**src/rtl/alu_pkg.sv**
```systemverilog
// Shared definitions for the add/subtract datapaths: FSM states, OP encoding
// and the default operand width.
package alu_pkg;

    typedef enum logic [1:0] {
        IDLE,
        SHIFT,
        FIN
    } state_t;

    localparam logic OP_ADD = 1'b0;
    localparam logic OP_SUB = 1'b1;

    localparam int unsigned DEFAULT_WIDTH = 8;

endpackage

```
**src/rtl/full_adder_bit.sv**
```systemverilog
// One full-adder cell, identical to a single stage of the parallel ripple adder.
module full_adder_bit (
    input  logic a,
    input  logic b,
    input  logic cin,
    output logic s,
    output logic cout
);

    always_comb begin
        s    = a ^ b ^ cin;
        cout = (a & b) | (a & cin) | (b & cin);
    end

endmodule

```
**src/rtl/serial_addsub_8bit.sv**
```systemverilog
// Bit-serial add/subtract: one result bit per clock through a single full-adder
// cell, start/done handshake, registered S/C/V/Z results.
module serial_addsub_8bit
    import alu_pkg::*;
#(
    parameter int unsigned WIDTH = DEFAULT_WIDTH
) (
    input  logic             CLK,
    input  logic             RST,
    input  logic [WIDTH-1:0] A,
    input  logic [WIDTH-1:0] B,
    input  logic             OP,
    input  logic             START,
    output logic             BUSY,
    output logic             DONE,
    output logic [WIDTH-1:0] S,
    output logic             C,
    output logic             V,
    output logic             Z
);

    localparam int unsigned CW = $clog2(WIDTH) + 1;

    state_t           state;
    state_t           state_n;
    logic [CW-1:0]    count;
    logic [WIDTH-1:0] a_sh;
    logic [WIDTH-1:0] b_sh;
    logic [WIDTH-1:0] r_sh;
    logic             cy;
    logic             cmsb;
    logic             fa_s;
    logic             fa_c;
    logic             load;
    logic             last;

    full_adder_bit u_fa (
        .a    (a_sh[0]),
        .b    (b_sh[0]),
        .cin  (cy),
        .s    (fa_s),
        .cout (fa_c)
    );

    assign last = (count == CW'(WIDTH - 1));

    always_ff @(posedge CLK or posedge RST) begin
        if (RST) begin
            state <= IDLE;
        end else begin
            state <= state_n;
        end
    end

    always_comb begin
        state_n = state;
        load    = 1'b0;
        case (state)
            IDLE: begin
                if (START) begin
                    load    = 1'b1;
                    state_n = SHIFT;
                end
            end
            SHIFT: begin
                if (last) begin
                    state_n = FIN;
                end
            end
            FIN: begin
                if (START) begin
                    load    = 1'b1;
                    state_n = SHIFT;
                end else begin
                    state_n = IDLE;
                end
            end
            default: state_n = IDLE;
        endcase
    end

    always_comb begin
        BUSY = (state != IDLE);
    end

    // Subtract is A + ~B + 1: B is inverted on load and the carry seeded with OP.
    always_ff @(posedge CLK or posedge RST) begin
        if (RST) begin
            count <= '0;
            a_sh  <= '0;
            b_sh  <= '0;
            r_sh  <= '0;
            cy    <= 1'b0;
            cmsb  <= 1'b0;
            DONE  <= 1'b0;
            S     <= '0;
            C     <= 1'b0;
            V     <= 1'b0;
            Z     <= 1'b0;
        end else begin
            DONE <= 1'b0;
            if (state == FIN) begin
                S    <= r_sh;
                C    <= cy;
                V    <= cy ^ cmsb;
                Z    <= (r_sh == '0);
                DONE <= 1'b1;
            end
            if (load) begin
                a_sh  <= A;
                b_sh  <= B ^ {WIDTH{OP}};
                cy    <= (OP == OP_SUB);
                count <= '0;
            end else if (state == SHIFT) begin
                r_sh  <= {fa_s, r_sh[WIDTH-1:1]};
                a_sh  <= a_sh >> 1;
                b_sh  <= b_sh >> 1;
                cy    <= fa_c;
                count <= count + 1'b1;
                // carry into the MSB cell, needed for the overflow flag
                if (last) begin
                    cmsb <= cy;
                end
            end
        end
    end

endmodule

```
**config.mk**
```make
export PLATFORM = sky130hd
export DESIGN_NAME = serial_addsub_8bit
export DESIGN_NICKNAME = d
export VERILOG_FILES = /design/src/rtl/alu_pkg.sv /design/src/rtl/full_adder_bit.sv /design/src/rtl/serial_addsub_8bit.sv
export SDC_FILE = /design/constraint.sdc
export NUM_CORES = 1
export LEC_CHECK = 0
export BUFFER_PORTS_ARGS = -buffer_cell sky130_fd_sc_hd__buf_2
export CORE_MARGIN = 5
export CORE_UTILIZATION = 50
export DETAILED_ROUTE_END_ITERATION = 6
export PLACE_DENSITY = 0.82
export SETUP_SLACK_MARGIN = 0.3
export SLEW_MARGIN = 20
export SYNTH_ARGS = -nofsm -noshare
export SYNTH_HDL_FRONTEND = slang
export SYNTH_SLANG_ARGS = --single-unit
```
**constraint.sdc**
```tcl
create_clock -name CLK -period 3.1 [get_ports CLK]
set_input_delay 0.465 -clock CLK [delete_from_list [all_inputs] [get_ports CLK]]
set_output_delay 0.465 -clock CLK [all_outputs]
set_load 0.03 [all_outputs]
```
==> summary.txt <==
Yosys
  – #FFs+latches synth: 44
  – Yosys warns: 0
  – Mux cell area share after synthesis: 14.51%
  – Main combinational cell family by area after synthesis: multiplexers
  – Seq/Total Area, Yosys: 58.32%
  – Yosys cell types: 25
  – Synth Area in Compound Gates: 10.87%
  – Syn Inst Count: 145
  – Post-Synth XOR/XNOR Area: 4.639%
  – Simple logic cell fraction of the synthesized area: 7.157%
  – Netlist Area Pre-Place: 1888 um^2
  – Post-synthesis adder-cell area fraction: 1.723%
  – Net Count, Synth: 167
  – Syn_area_per_cell: 13.02 um^2

Placed design
  – Placed cell area: 2088 um^2
  – DP Wirelength: 2443 um
  – IO buf count: 32
  – Placed cells: 220
  – Placer Congestion: 0.7798

Critical path
  – Crit path capture: r_sh[1]
  – Peak fanout along the critical path: 15
  – R2R setup slack: 1290 ps
  – CP max stage delay: 570 ps
  – CP max stage cell: nor2b_2
  – Reg2reg end: r_sh[1]
  – Worst Path Required: 3270 ps
  – FF-to-FF Start: state[0]
  – Crit path cell chain: nor2b_2 > buf_4 > mux2_2
  – Crit start category: flip-flop
  – CP endpoint kind: flip-flop
  – Worst EP arrival: 1980 ps
  – CP startpoint: state[0]
  – Critical path class: reg2reg
  – Worst r2r path cells: 3

CTS
  – Cts hold-fix bufs: 0
  – CTS Root Cell: clkbuf_8
  – PostCTS Resize Cnt: 0
  – Clk sinks: 44
  – TritonCTS Buffers: 5
  – CTS max path bufs: 2
  – CTS tree: yes
  – Clock slew at reported path FFs: 80 ps
  – Post-CTS Repair Setup Buffers: 0
  – H-tree Lvls: 2
  – Clock Latency Late Sink: 290 ps

GRT
  – GRT Resource Usage Total: 14.22%
  – First-pass GRT wire length: 5692 um
  – Largest net degree at the start of global routing: 25
  – Antenna violations before repair: 0
  – Vias in the first global route: 1,263
  – GR Overflow Total: 0

STA
  – Total negative slack: 0 ps
  – RSZ-0062 raised after global routing: no
  – Fin crit share: 58.25%
  – Max Freq: 0.5538 GHz
  – Tightest Pin Transition: 871.5 ps
  – Hold Slack: 344.5 ps
  – Min Tclk post-route: 1806 ps
  – Slew HR: 41.84%
  – Slew Limit Fails: 0
  – # setup viols final: 0
  – Fin. Hold Viols: 0
  – Post-Route Skew: 7.053 ps

Cells and area
  – # diodes: 0
  – Post-route non-filler standard cell count: 228
  – Filler Cells Inserted: 306
  – Ratio of cells with drive above 1 in the final layout: 35.00%
  – Most frequent cells in the layout: 44 x dfrtp_1, 32 x buf_2, 19 x mux2_2, 11 x nand2_1, 10 x a22o_1
  – Final Instance Area: 2178 um^2
  – Commonest non-fill, non-tap cell in the layout: dfrtp_1
  – Area grow syn2layout: 15.37%
  – Nets: 201

Die
  – FP Rows: 22
  – Die Width: 71.45 um
  – Core area: 3661 um^2
  – Ports: 33
  – Chip Height: 71.45 um
  – Die Area: 5105 um^2
  – Starting density of the core: 51.57%

Power and ir drop
  – Max VDD drop: 0.3780 mV
  – Leakage power: 1.123 nW
  – Pwr dens: 996.6 nW/um^2

Route
  – Initial DRC count: 38
  – Pre-Repair DR Iteration Count: 4
  – Vias post-DR: 1,192
  – Detailed Route WL: 3201 um
  – DRC errors left: 0
  – Via/cell ratio: 5.228
  – Avg WL per Cell: 14.04 um
  – Post-DRT Antenna Nets: 0

Flow run
  – MaxCap Viol Count: 0

Outcome
  – Status: finished clean

Min path
  – Hold Path Class: in2async
[how the worst min path moves through the flow]
stage / slack [ps] / end / startpoint / depth (start not counted)
6_report: 340 / a_sh[1] / RST / 2
5_1_grt: 390 / a_sh[7] / A[7] / 2
4_1_cts: 370 / a_sh[1] / RST / 2
3_5_place_dp: 470 / a_sh[3] / a_sh[3] / 1
3_3_place_gp: 460 / V / V / 2
2_1_floorplan: 440 / count[3] / count[3] / 1
[power breakdown]
part | switching, W | internal [W] | total (W)
registers | 0.000179 | 0.000820 | 0.000998
clock network | 0.000176 | 0.000182 | 0.000358
logic | 0.000415 | 0.000400 | 0.000815
[through the flow]
step	setup slack, ps	util [%]	power (W)
final	1294	59.50	0.002171
after global routing	1180	59.50	0.002332
after CTS	1287	59.50	0.002202
after detailed placement	1306	57.04	0.001839
after global placement	1389	57.04	0.001778
after floorplan	1604	-	0.001635
[final cells by class]
class | count | area (um^2) | area share, %
timing repair buffer | 35 | 182.7 | 8.386
inverter | 2 | 7.507 | 0.3446
tap | 48 | 60.06 | 2.757
sequential | 44 | 1101 | 50.55
clock buffer | 8 | 90.09 | 4.136
multi-input combinational | 91 | 737.0 | 33.83
[Yosys cell counts]
cell type	count	area [um^2]
o21ai_0	7	35.03
or2_2	1	6.260
nor2_1	4	15.01
mux2i_1	6	60.06
buf_2	3	15.01
xor2_1	6	52.55
xnor2_1	4	35.03
nand3b_1	2	15.01
clkbuf_1	2	7.510
ha_1	1	12.51
a22o_1	10	87.58
nand2_1	11	41.29
nor4_1	2	12.51
a21o_1	7	52.55
nor3b_1	1	7.510
dfrtp_1	44	1101
a221o_1	3	30.03
nand2b_1	2	12.51
fa_1	1	20.02
nand4_1	1	6.260
nor2b_1	2	12.51
inv_1	2	7.510
buf_4	3	22.52
nor2_2	1	6.260
mux2_2	19	214.0
[layer usage]
metal / vias up / routed length [um] / global-route usage (%)
met5: - / 0 / 0
met4: 0 / 42 / 5.010
met3: 4 / 227 / 4.769
met2: 37 / 1583 / 23.47
met1: 574 / 1348 / 17.41
li1: 577 / - / -
[sequential cells by signal, summed over array words and instances, names as in the netlist]
name	flops
S	8
a_sh	8
b_sh	8
r_sh	8
count	4
state	2
C	1
DONE	1
V	1
Z	1
cmsb	1
cy	1
[cell families (layout without fill, tap and decap cells)]
family | after synthesis | in the layout
XOR/XNOR | 10 | 10
multiplexers | 25 | 25
adder cells (fa/ha/maj) | 2 | 2
AND/OR/NAND/NOR | 27 | 27
buffers and inverters | 10 | 45
flip-flops | 44 | 44
AO/OA/AOI/OAI | 27 | 27
[critical path, delay by kind of cell, from the launching register on]
family	cells	cell delay [ps]
flip-flops	1	420
buffers and inverters	1	340
AND/OR/NAND/NOR	1	570
multiplexers	1	360
No activity file was read; power rests on OpenSTA's default activity.
